`config.mk`:
```
export PLATFORM = sky130hd
export DESIGN_NAME = code_sender_flat
export DESIGN_NICKNAME = d
export VERILOG_FILES = /design/src/rtl/code_pkg.sv /design/src/rtl/code_sender_if.sv /design/src/rtl/code_bit_timer.sv /design/src/rtl/code_sender.sv /design/src/flat_wrapper.sv
export SDC_FILE = /design/constraint.sdc
export NUM_CORES = 1
export LEC_CHECK = 0
export CAP_MARGIN = 20
export CORE_MARGIN = 2
export CORE_UTILIZATION = 47
export DETAILED_ROUTE_END_ITERATION = 8
export GPL_ROUTABILITY_DRIVEN = 0
export GPL_TIMING_DRIVEN = 0
export HOLD_SLACK_MARGIN = 0.03
export PLACE_DENSITY = 0.73
export SYNTH_ARGS = -nofsm -noshare
export SYNTH_HDL_FRONTEND = slang
export SYNTH_SLANG_ARGS = --single-unit
```
`constraint.sdc`:
```
create_clock -name Clk -period 1.6 [get_ports Clk]
set_clock_uncertainty 0.2 [all_clocks]
set_input_delay 0.24 -clock Clk [delete_from_list [all_inputs] [get_ports Clk]]
set_output_delay 0.24 -clock Clk [all_outputs]
set_load 0.02 [all_outputs]
```
`src/rtl/code_pkg.sv`:
```
// ============================================================================
// code_pkg : shared types, default parameters and width helper for code_sender
// Rev 1.0
// ============================================================================
`default_nettype none

package code_pkg;

  typedef enum logic [1:0] {
    ST_IDLE = 2'd0,
    ST_SEND = 2'd1,
    ST_GAP  = 2'd2,
    ST_DONE = 2'd3
  } state_e;

  localparam int unsigned DEF_CODE_W     = 4;
  localparam int unsigned DEF_BIT_CYCLES = 1;
  localparam int unsigned DEF_GAP_CYCLES = 2;
  localparam int unsigned DEF_REPEAT_W   = 3;

  // One counter serves both bit-hold and gap timing, so size it for the larger.
  function automatic int unsigned cnt_width(input int unsigned bit_cycles,
                                            input int unsigned gap_cycles);
    int unsigned m;
    m = 2;
    if (bit_cycles > m) m = bit_cycles;
    if (gap_cycles > m) m = gap_cycles;
    return $clog2(m);
  endfunction

endpackage

`default_nettype wire

```
`src/rtl/code_sender_if.sv`:
```
// ============================================================================
// code_sender_if : request / serial-output bundle of the code transmitter
// Rev 1.0
// ============================================================================
`default_nettype none

interface code_sender_if #(
  parameter int unsigned CODE_W   = code_pkg::DEF_CODE_W,
  parameter int unsigned REPEAT_W = code_pkg::DEF_REPEAT_W
);
  logic                Start;
  logic [CODE_W-1:0]   Code;
  logic [REPEAT_W-1:0] Repeat;
  logic                D;
  logic                BitStrobe;
  logic                Busy;
  logic                Done;

  modport master (
    output Start, Code, Repeat,
    input  D, BitStrobe, Busy, Done
  );

  modport slave (
    input  Start, Code, Repeat,
    output D, BitStrobe, Busy, Done
  );
endinterface

`default_nettype wire

```
`src/rtl/code_bit_timer.sv`:
```
// ============================================================================
// code_bit_timer : loadable down-counter with terminal-count flag
// Rev 1.0
// ============================================================================
`default_nettype none

module code_bit_timer #(
  parameter int unsigned CNT_W = 1
) (
  input  logic             Clk,
  input  logic             Reset,
  input  logic             load_i,
  input  logic [CNT_W-1:0] load_val_i,
  output logic             tc_o
);

  logic [CNT_W-1:0] count_q, count_d;

  always_comb begin
    count_d = count_q;
    if (load_i) begin
      count_d = load_val_i;
    end else if (count_q != '0) begin
      count_d = count_q - CNT_W'(1);
    end
  end

  always_ff @(posedge Clk) begin
    if (Reset) begin
      count_q <= '0;
    end else begin
      count_q <= count_d;
    end
  end

  assign tc_o = (count_q == '0);

endmodule

`default_nettype wire

```
`src/rtl/code_sender.sv`:
```
// ============================================================================
// code_sender : shifts a captured code word out MSB-first on D, Repeat+1
//               times, with a zero gap between copies
// Rev 1.0
// ============================================================================
`default_nettype none

module code_sender
  import code_pkg::*;
#(
  parameter int unsigned CODE_W     = DEF_CODE_W,
  parameter int unsigned BIT_CYCLES = DEF_BIT_CYCLES,
  parameter int unsigned GAP_CYCLES = DEF_GAP_CYCLES,
  parameter int unsigned REPEAT_W   = DEF_REPEAT_W
) (
  input  logic          Clk,
  input  logic          Reset,
  code_sender_if.slave  bus
);

  localparam int unsigned CNT_W = cnt_width(BIT_CYCLES, GAP_CYCLES);
  localparam int unsigned IDX_W = $clog2(CODE_W);
  localparam logic [CNT_W-1:0] BIT_LOAD = CNT_W'(BIT_CYCLES - 1);
  localparam logic [CNT_W-1:0] GAP_LOAD = (GAP_CYCLES == 0) ? '0 : CNT_W'(GAP_CYCLES - 1);
  localparam logic [IDX_W-1:0] IDX_TOP  = IDX_W'(CODE_W - 1);

  state_e              state_q, state_d;
  logic [CODE_W-1:0]   shreg_q, shreg_d;
  logic [CODE_W-1:0]   code_q, code_d;
  logic [REPEAT_W-1:0] copies_q, copies_d;
  logic [IDX_W-1:0]    idx_q, idx_d;
  logic                dout_q, dout_d;
  logic                strobe_q, strobe_d;
  logic                busy_q, busy_d;
  logic                done_q, done_d;
  logic                tmr_load;
  logic [CNT_W-1:0]    tmr_load_val;
  logic                tmr_tc;

  code_bit_timer #(.CNT_W(CNT_W)) u_timer (
    .Clk        (Clk),
    .Reset      (Reset),
    .load_i     (tmr_load),
    .load_val_i (tmr_load_val),
    .tc_o       (tmr_tc)
  );

  always_comb begin
    state_d      = state_q;
    shreg_d      = shreg_q;
    code_d       = code_q;
    copies_d     = copies_q;
    idx_d        = idx_q;
    tmr_load     = 1'b0;
    tmr_load_val = BIT_LOAD;

    case (state_q)
      ST_IDLE: begin
        if (bus.Start) begin
          code_d   = bus.Code;
          shreg_d  = bus.Code;
          copies_d = bus.Repeat;
          idx_d    = IDX_TOP;
          tmr_load = 1'b1;
          state_d  = ST_SEND;
        end
      end
      ST_SEND: begin
        if (tmr_tc) begin
          if (idx_q != '0) begin
            shreg_d  = shreg_q << 1;
            idx_d    = idx_q - IDX_W'(1);
            tmr_load = 1'b1;
          end else if (copies_q != '0) begin
            // Next copy comes from the word captured at Start, not the live input.
            copies_d = copies_q - REPEAT_W'(1);
            shreg_d  = code_q;
            idx_d    = IDX_TOP;
            tmr_load = 1'b1;
            if (GAP_CYCLES != 0) begin
              state_d      = ST_GAP;
              tmr_load_val = GAP_LOAD;
            end
          end else begin
            state_d = ST_DONE;
          end
        end
      end
      ST_GAP: begin
        if (tmr_tc) begin
          tmr_load = 1'b1;
          state_d  = ST_SEND;
        end
      end
      ST_DONE: state_d = ST_IDLE;
      default: state_d = ST_IDLE;
    endcase

    // Outputs are registered from next-state so they line up with state_q.
    dout_d   = (state_d == ST_SEND) && shreg_d[CODE_W-1];
    strobe_d = (state_d == ST_SEND) && tmr_load;
    busy_d   = (state_d == ST_SEND) || (state_d == ST_GAP);
    done_d   = (state_d == ST_DONE);
  end

  always_ff @(posedge Clk) begin
    if (Reset) begin
      state_q  <= ST_IDLE;
      shreg_q  <= '0;
      code_q   <= '0;
      copies_q <= '0;
      idx_q    <= '0;
      dout_q   <= 1'b0;
      strobe_q <= 1'b0;
      busy_q   <= 1'b0;
      done_q   <= 1'b0;
    end else begin
      state_q  <= state_d;
      shreg_q  <= shreg_d;
      code_q   <= code_d;
      copies_q <= copies_d;
      idx_q    <= idx_d;
      dout_q   <= dout_d;
      strobe_q <= strobe_d;
      busy_q   <= busy_d;
      done_q   <= done_d;
    end
  end

  assign bus.D         = dout_q;
  assign bus.BitStrobe = strobe_q;
  assign bus.Busy      = busy_q;
  assign bus.Done      = done_q;

endmodule

`default_nettype wire

```
`src/flat_wrapper.sv`:
```
// flat-port wrapper written by rule: the top's interface ports become plain ports
module code_sender_flat import code_pkg::*;
#(
  parameter int unsigned CODE_W     = DEF_CODE_W,
  parameter int unsigned BIT_CYCLES = DEF_BIT_CYCLES,
  parameter int unsigned GAP_CYCLES = DEF_GAP_CYCLES,
  parameter int unsigned REPEAT_W   = DEF_REPEAT_W
)
  (Clk, Reset, bus_Start, bus_Code, bus_Repeat, bus_D, bus_BitStrobe, bus_Busy, bus_Done);
  code_sender_if #(.CODE_W(CODE_W), .REPEAT_W(REPEAT_W)) bus_i ();
  input  logic Clk;
  input  logic Reset;
  input wire logic [$bits(bus_i.Start)-1:0] bus_Start;
  input wire logic [$bits(bus_i.Code)-1:0] bus_Code;
  input wire logic [$bits(bus_i.Repeat)-1:0] bus_Repeat;
  output wire logic [$bits(bus_i.D)-1:0] bus_D;
  output wire logic [$bits(bus_i.BitStrobe)-1:0] bus_BitStrobe;
  output wire logic [$bits(bus_i.Busy)-1:0] bus_Busy;
  output wire logic [$bits(bus_i.Done)-1:0] bus_Done;
  assign bus_i.Start = bus_Start;
  assign bus_i.Code = bus_Code;
  assign bus_i.Repeat = bus_Repeat;
  assign bus_D = bus_i.D;
  assign bus_BitStrobe = bus_i.BitStrobe;
  assign bus_Busy = bus_i.Busy;
  assign bus_Done = bus_i.Done;
  code_sender #(.CODE_W(CODE_W), .BIT_CYCLES(BIT_CYCLES), .GAP_CYCLES(GAP_CYCLES), .REPEAT_W(REPEAT_W)) u_core (.Clk(Clk), .Reset(Reset), .bus(bus_i));
endmodule
```
Word-level counts from Yosys, hierarchy flattened

Index checks and enable logic that the tools add are counted.

RAM bits: 0
Latch bits: 0
Bits in read-only memories: 0
Flip-flop bits (word level): 20
Memories kept: 0

Div/mod/pow operators: 0
Reduce and logical (&&, ||, !) cells: 10
Multipliers: 0
Equal/unequal tests: 11
Shift-type cells: 0
Muxes and demuxes: 32
Bitwise logic cells: 0
$lt $le $gt $ge: 0
Add/subtract/negate cells: 3

Operators by type and width:

| operator                                                            | count |
|---|---|
| 2-bit 2-to-1 mux                                                    | 8 |
| 4-bit 2-to-1 mux                                                    | 4 |
| 3-bit 2-to-1 mux                                                    | 4 |
| 1-bit 2-to-1 mux                                                    | 11 |
| 2-bit == test (second input constant)                               | 4 |
| 2-bit case mux with 4 select lines                                  | 1 |
| 4-bit case mux with 2 select lines                                  | 1 |
| 2-bit != test (second input constant)                               | 3 |
| 3-bit case mux with 2 select lines                                  | 1 |
| 5-bit AND reduction                                                 | 1 |
| 2-bit by 1-bit == test with 1-bit output (second input constant)    | 2 |
| 2-bit case mux with 2 select lines                                  | 1 |
| 4-bit AND reduction                                                 | 1 |
| 2-bit nonzero test                                                  | 2 |
| 3-bit by 1-bit != test with 1-bit output (second input constant)    | 1 |
| 1-bit case mux with 3 select lines                                  | 1 |
| 3-bit nonzero test                                                  | 1 |
| 3-bit by 1-bit subtractor with 3-bit output (second input constant) | 1 |
| 1-bit logical AND                                                   | 2 |
| 2-bit logical NOT                                                   | 1 |
| 2-bit by 1-bit != test with 1-bit output (second input constant)    | 1 |
| 2-bit AND reduction                                                 | 1 |
| 2-bit by 1-bit subtractor with 2-bit output (second input constant) | 1 |
| 1-bit logical OR                                                    | 1 |
| 1-bit subtractor (second input constant)                            | 1 |

Logic depth before layout (Yosys ltp)

Gate-level depths: netlist (run 1).

Word-level depth: 7
Gate-level depth with buffers: 9

By module

A second synthesis (run 1) with hierarchy kept.

Cells, all modules: 115
Area total of the unflattened synthesis: 1028.5 um2

Modules (own cells, without submodules):

| module         | area an instance (um2) | instances | cells each |
|---|---|---|---|
| code_sender    | 996.0                  | 1         | 112 |
| code_bit_timer | 32.5                   | 1         | 3 |

Worst setup path before layout (run 1)

OpenSTA, ideal clock, no wires.

Kind: register to register
Start: reg u_core.copies_q[0]
End: reg u_core.busy_q, in the netlist u_core.bus.Busy
Library setup time: 66 ps
Data required time: 1334 ps
Arrival time: 1544 ps
Stages on the path, launching flop included: 9
Path buffers: 0
Slack: -210 ps
Path through: dfxtp_1 inv_1 ha_1 nand2b_1 a31o_1 a221o_1 inv_1 ha_1 nor2_1

Cells in the longest elaborated chain, start to end: 7
Elaborated cells on any way between the ends: 8

RTL lines:

| what                                                                             | RTL line           | RTL |
|---|---|---|
| start, declared                                                                  | code_sender.sv:30  | `logic [REPEAT_W-1:0] copies_q, copies_d;` |
| start signal, assigned                                                           | code_sender.sv:121 | `copies_q <= copies_d;` |
| 3-bit nonzero test *                                                             | code_sender.sv:74  | `end else if (copies_q != '0) begin` |
| 1-bit 2-to-1 mux *                                                               | code_sender.sv:74  |  |
| 2-bit 2-to-1 mux *                                                               | code_sender.sv:70  | `if (idx_q != '0) begin` |
| 2-bit 2-to-1 mux *                                                               | code_sender.sv:69  | `if (tmr_tc) begin` |
| 2-bit case mux with 4 select lines *                                             | code_sender.sv:57  | `case (state_q)` |
| 2-bit by 1-bit == test with 1-bit output / 2-bit == test (equally long branches) | code_sender.sv:102 | `busy_d = (state_d == ST_SEND) \|\| (state_d == ST_GAP);` |
| 1-bit logical OR *                                                               | code_sender.sv:102 |  |
| end signal, assigned                                                             | code_sender.sv:125 | `busy_q <= busy_d;` |
| end, declared                                                                    | code_sender.sv:34  | `logic busy_q, busy_d;` |

Every way passes the cells marked *; elsewhere a longest branch is shown, timed or not.
A chain may end at the register's enable or synchronous reset.

Worst setup path after layout (run 1)

Same ends and word-level chain as after synthesis.

==> results of run 1 <==
registers in the layout (all words and copies together) (netlist names):
name and count:
u_core.idx_q 2, u_core.bus.BitStrobe 1, u_core.bus.D 1, u_core.state_q 2, u_core.code_q 4, u_core.bus.Busy 1
u_core.shreg_q 4, u_core.copies_q 3, u_core.u_timer.count_q 1, u_core.bus.Done 1
metal layers:
metal / share of wire (%) / routed length, um / vias to the layer above
li1: - / - / 469
met1: 46 / 1170 / 451
met2: 48 / 1220 / 21
met3: 3.6 / 91 / 5
met4: 1.4 / 36 / 0
met5: 0 / 0 / -
critical path, cell delays in order (launching register included):
cell	delay [ns]
dfxtp_2	0.34
inv_2	0.07
ha_4	0.16
nand2b_4	0.06
a31o_1	0.17
a221o_1	0.32
inv_2	0.08
ha_4	0.20
nor2_4	0.07
worst max-delay path by stage:
| stage | slack, ns | end | depth (start not counted) | startpoint |
|---|---|---|---|---|
| after floorplan | -0.11 | u_core.bus.Busy | 8 | u_core.copies_q[1] |
| after global placement | -0.47 | u_core.shreg_q[0] | 5 | bus_Start |
| after detailed placement | -0.51 | u_core.shreg_q[0] | 5 | bus_Start |
| after CTS | -0.10 | u_core.bus.Busy | 7 | u_core.idx_q[0] |
| after global routing | -0.18 | u_core.bus.BitStrobe | 9 | u_core.copies_q[0] |
| final | -0.1 | u_core.bus.Busy | 8 | u_core.copies_q[0] |
placed cells by master (no fill, tap or decap), types with 2 or more instances in the layout:
cell / netlist / final
a21o_1: 2 / 2
a21oi_1: 10 / 8
a21oi_2: 1 / 2
a31oi_1: 2 / 2
and3_2: 2 / 2
buf_4: 1 / 13
buf_6: 1 / 2
clkbuf_1: 2 / 2
clkbuf_4: 0 / 4
clkdlybuf4s50_1: 0 / 7
dfxtp_1: 20 / 15
dfxtp_2: 0 / 5
dlygate4sd2_1: 0 / 4
ha_4: 0 / 3
inv_1: 7 / 2
inv_2: 0 / 4
mux2i_1: 3 / 2
nand2_1: 9 / 8
nand2b_1: 5 / 3
nand3b_1: 2 / 2
nor2_1: 11 / 10
nor2b_1: 3 / 2
nor3_1: 2 / 2
o21ai_0: 7 / 7
area by class of cell:
class	instances	area, um^2	share of cell area, %
plain buffers	5	33.8	2.34
clock buffers	4	36.3	2.51
inverters	7	28.8	1.99
multi-input cells	83	687	47.5
flip-flops and latches	20	407	28.1
well taps	27	33.8	2.34
repair buffers	25	219	15.2
cells by family after synthesis:
family	Yosys count	share of synthesized area, %
simple gates	43	23.9
compound gates	32	22.3
flops	20	39.1
buf+inv	12	5.62
fa+ha+maj	5	6.11
mux	3	2.93
report_power, final:
| part | internal, mW | switching [mW] | total, mW |
|---|---|---|---|
| registers | 0.563 | 0.0441 | 0.607 |
| logic | 0.351 | 0.329 | 0.680 |
| clock network | 0.139 | 0.167 | 0.306 |
| total | 1.05 | 0.539 | 1.59 |
stage by stage:
stage          power (mW)  cells  instance area, um^2  worst slack (ns)
2_1_floorplan       0.953    115                 1060            -0.111
3_3_place_gp         1.07    154                 1210            -0.469
3_5_place_dp         1.09    154                 1210            -0.513
4_1_cts              1.50    164                 1360            -0.100
5_1_grt              1.68    171                 1450            -0.175
6_report             1.59    171                 1450           -0.0984
repair_timing:
item,4_1_cts,5_1_grt
setup buffers,6,7
resized for setup,24,9
pin swaps,11,8
setup endpoints to repair,18,16
==> run_results.csv, run 1 <==
group,metric,value,unit
synthesis,synth_most_common_cell,"dfxtp_1",
min_path,worstHoldPathCells,2,
drt,avgViaCountPerCell,5.53,
clocking,tritoncts,"done",
synthesis,synth-seq-cells,20,
synthesis,ys_top_cells_by_count,"dfxtp_1 (20), nor2_1 (11), a21oi_1 (10)",
pwr,powerDensity,1100,nW/um^2
floorplanning,core_area,2000,um^2
layout,nets,160,
setup_path,ff2ff_setup_slack,-0.1,ns
outcome,violations,"negative setup slack",
drt,drc,0,
setup_path,endpoint_kind,"flop",
synthesis,ys_seq_area_share,39.1,%
clocking,clockBufferDepth,2,
grt,met1_usage,27.0,%
outcome,run_status,"complete, but fails checks",
drt,routed_wl,2520,um
setup_path,r2r_cells,8,
timing,period_share,106,%
layout,fin_util,72.2,%
clocking,ctsHoldBuffers,0,
drt,drtPass1Iterations,4,
setup_path,r2r_end,"u_core.bus.Busy",
timing,tightest_slew,0.574,ns
timing,whs,0.157,ns
timing,fin_setup_tns,-0.590,ns
timing,hold_violations,0,
drt,wl_per_cell,14.7,um
grt,grt_overflow_total,0,
min_path,hold_start,"Reset",
setup_path,critPathMaxFanout,2,
synthesis,synth.avg_cell_area,8.91,um^2
synthesis,synth.distinct_cells,38,
layout,fill_cells,163,
synthesis,synthDominantCellAreaShare,39.1,%
grt,grt_first_pass_wirelength,4040,um
grt,grt_usage,21.0,%
grt,grt_pass1_vias,862,
grt,globalRouteMet2Util,34.9,%
placement,io_buffers,12,
pwr,vdd_drop_max,0.857,mV
clocking,cts_root_buf,"clkbuf_4",
timing,setup_ws,-0.0984,ns
grt,antenna_found_initial,0,
job,max_cap_violations,0,
synthesis,netlist_area,1020,um^2
timing,maxSlewViolCount,0,
floorplanning,rows,16,
drt,ant_nets,0,
setup_path,cp-start-kind,"flop",
floorplanning,die-area,2570,um^2
clocking,clock_sinks,20,
clocking,htree_num_levels,1,
layout,n_antenna_cell,0,
grt,met3_usage,3.87,%
floorplanning,initial_utilization,51.2,%
grt,busiest_layer,"met2",
floorplanning,ios,14,
synthesis,yosys.area.top_type,"dfxtp_1",
setup_path,crit_arrival,1.76,ns
grt,grt_start_max_net_pins,12,
synthesis,yosys_warnings,0,
min_path,hold_end,"u_core.shreg_q[1]",
synthesis,synth_area_leaders,"dfxtp_1 (39%), ha_1 (6.1%), a21oi_1 (4.9%)",
placement,hpwl,1620,um
layout,area_growth,41.0,%
timing,fmax,0.589,GHz
drt,dr_total_vias,946,
timing,finalSetupViolations,9,
setup_path,required,1.66,ns
pwr,leakagePower,0.587,nW
clocking,clkTransAtPathRegs,0.12,ns
setup_path,r2r-start,"u_core.copies_q[0]",
drt,drt_iter0_drc,24,
timing,relSlewSlack,61.7,%
synthesis,synthArstFlopShare,0,%
clocking,cts_buffers,3,
synthesis,ys.flop_type,"dfxtp_1",
setup_path,critPathKind,"reg2reg",
min_path,holdCritPathClass,"in2reg",
synthesis,synthesis.nets,130,
timing,period_minus_slack,1.70,ns
layout,post_route_cells_drive_above_1_share,36.1,%
timing,rsz0062_at_grt,"true",
synthesis,synth_cells,115,
clocking,insertion_delay,0.31,ns
floorplanning,die_y,50.7,um
synthesis,synth_edf_count,0,
floorplanning,die_w,50.7,um
No activity file was read; power rests on OpenSTA's default activity.
==> run 2: changes to the inputs <==
--- a/config.mk
+++ b/config.mk
@@ -13,6 +13,7 @@
 export GPL_TIMING_DRIVEN = 0
 export HOLD_SLACK_MARGIN = 0.03
 export PLACE_DENSITY = 0.73
+export SLEW_MARGIN = 10
 export SYNTH_ARGS = -nofsm -noshare
 export SYNTH_HDL_FRONTEND = slang
 export SYNTH_SLANG_ARGS = --single-unit
==> results of run 2 <==
Final layout, timing and power as in run 1 (identical DEF).
==> run 3: changes to the inputs <==
--- a/config.mk
+++ b/config.mk
@@ -7,12 +7,13 @@
 export LEC_CHECK = 0
 export CAP_MARGIN = 20
 export CORE_MARGIN = 2
-export CORE_UTILIZATION = 47
+export CORE_UTILIZATION = 54
 export DETAILED_ROUTE_END_ITERATION = 8
+export DONT_BUFFER_PORTS = 1
 export GPL_ROUTABILITY_DRIVEN = 0
 export GPL_TIMING_DRIVEN = 0
 export HOLD_SLACK_MARGIN = 0.03
-export PLACE_DENSITY = 0.73
+export PLACE_DENSITY = 0.72
 export SLEW_MARGIN = 10
 export SYNTH_ARGS = -nofsm -noshare
 export SYNTH_HDL_FRONTEND = slang
==> run 3 against run 2 <==
  * Critical path depth unchanged
  * Largest cell class unchanged
  * Sequential power rose by 2%
  * The run still ends with negative setup slack left
  * Wire length decreased by 10%
  * Maximum frequency is 2.1% lower
  * Count of clock-buffer cells in the layout is 1 lower
  * Clock power is 23% lower
  * Non-clock buffer count decreased by 12
  * Final cell count is 8.8% lower
==> run_results.csv, run 3 (synthesis gave the netlist of run 1 again) <==
group,metric,value,unit
grt,grt_pass1_vias,830,
floorplanning,die-area,2260,um^2
clocking,tritoncts,"done",
layout,mostFrequentLayoutCells,"dfxtp_1 (14), nor2_1 (10), nand2_1 (9), a21oi_1 (9), buf_4 (8)",
setup_path,critPathKind,"reg2reg",
min_path,holdCritPathClass,"in2reg",
layout,final_common_cell,"dfxtp_1",
timing,maxSlewViolCount,0,
layout,reg_top3,"u_core.code_q x4, u_core.shreg_q x4, u_core.copies_q x3",
drt,avgViaCountPerCell,5.74,
pwr,p_total,1.39,mW
grt,grt_first_pass_wirelength,3700,um
setup_path,crit_arrival,1.78,ns
clocking,insertion_delay,0.30,ns
drt,drtPass1Iterations,4,
layout,fin_area,1270,um^2
grt,grt_usage,23.8,%
placement,placed_area,1090,um^2
grt,met1_usage,29.4,%
clocking,clockBufferDepth,2,
timing,tightest_slew,0.483,ns
setup_path,crit_buf_inv,2,
pwr,powerDensity,1090,nW/um^2
timing,setup_ws,-0.134,ns
timing,period_share,108,%
setup_path,required,1.64,ns
setup_path,path_cells,"inv_2 > ha_4 > nand2b_4 > a31o_1 > a221o_1 > inv_1 > ha_1 > nor2_1",
placement,hpwl,1510,um
timing,rsz0062_at_grt,"true",
layout,fin_cells,156,
timing,fin_setup_tns,-0.463,ns
pwr,leakagePower,0.495,nW
drt,routed_wl,2260,um
outcome,run_status,"complete, but fails checks",
drt,wl_per_cell,14.5,um
grt,antenna_found_initial,0,
setup_path,cp-start-kind,"flop",
grt,globalRouteMet2Util,40.8,%
clocking,cts_root_buf,"clkbuf_4",
drt,ant_nets,0,
drt,drt_iter0_drc,14,
layout,fin_util,72.1,%
clocking,htree_num_levels,1,
timing,hold_violations,0,
floorplanning,ios,14,
setup_path,cp_top_family,"compound AO/OA/AOI/OAI gates",
grt,busiest_layer,"met2",
floorplanning,die_w,47.6,um
setup_path,cp-startpoint,"u_core.copies_q[0]",
drt,dr_total_vias,896,
floorplanning,initial_utilization,58.1,%
drt,drc,0,
timing,finalSetupViolations,8,
placement,dpl_worst_slack,-0.210,ns
timing,period_minus_slack,1.73,ns
clocking,cts_buffers,3,
setup_path,endpoint_kind,"flop",
setup_path,r2r-start,"u_core.copies_q[0]",
timing,relSlewSlack,67.8,%
min_path,hold_start,"bus_Repeat[0]",
grt,grt_overflow_total,0,
outcome,violations,"negative setup slack",
placement,io_buffers,0,
setup_path,critPathSlowestCell,"dfxtp_2",
layout,post_route_cells_drive_above_1_share,30.5,%
floorplanning,die_y,47.6,um
floorplanning,core_area,1760,um^2
setup_path,critPathMaxFanout,2,
job,max_cap_violations,0,
placement,place_inst,140,
grt,grt_start_max_net_pins,11,
clocking,clkTransAtPathRegs,0.11,ns
grt,met3_usage,7.55,%
floorplanning,rows,15,
clocking,clock_sinks,20,
timing,fmax,0.577,GHz
timing,whs,0.0222,ns
layout,n_antenna_cell,0,
layout,fill_cells,149,
layout,nets,148,
setup_path,ff2ff_setup_slack,-0.13,ns
setup_path,cp_slowest_stage_delay,0.34,ns
layout,area_growth,24.1,%
pwr,vdd_drop_max,0.662,mV
## run 3: worst reg2reg max path: cells and delay by family (launching register included)
kind                       cells  cell delay, ns
buffers and inverters          2            0.14
DFF                            1            0.34
and+or+nand+nor                2            0.14
adders and majority gates      2            0.36
AOI/OAI and AO/OA              2            0.48
## run 3: metal layers
metal | share of wire [%] | vias up | wire length [um]
met2 | 49 | 19 | 1120
met5 | 0 | - | 0
li1 | - | 445 | -
met4 | 1.3 | 0 | 29
met1 | 46 | 425 | 1040
met3 | 3.4 | 7 | 77
## run 3: final timing paths
| path | endpoint | cells past startpoint |
|---|---|---|
| setup / recovery | u_core.bus.Busy | 8 |
| hold / removal | u_core.copies_q[0] | 3 |
| setup reg to reg | u_core.bus.Busy | 8 |
| hold reg to reg | u_core.code_q[1] | 2 |
## run 3: area by class of cell
| class | count | area, um^2 | share of cell area [%] |
|---|---|---|---|
| sequential | 20 | 408 | 32.1 |
| clock buffer | 3 | 22.5 | 1.77 |
| inverter | 7 | 26.3 | 2.07 |
| multi-input combinational | 83 | 639 | 50.3 |
| timing repair buffer | 13 | 113 | 8.86 |
| buffer | 5 | 31.3 | 2.46 |
| tap | 25 | 31.3 | 2.46 |
## run 3: power breakdown
part	internal, mW	switching, mW
combinational	0.260	0.272
clock	0.0878	0.149
sequential	0.564	0.0578
total	0.913	0.479
## run 3: repair_timing
item	in CTS	in global routing
gates resized for setup	12	8
hold endpoints to repair	9	0
pin swaps	7	7
setup endpoints to repair	11	14
hold buffers	6	0
buffers inserted	4	4
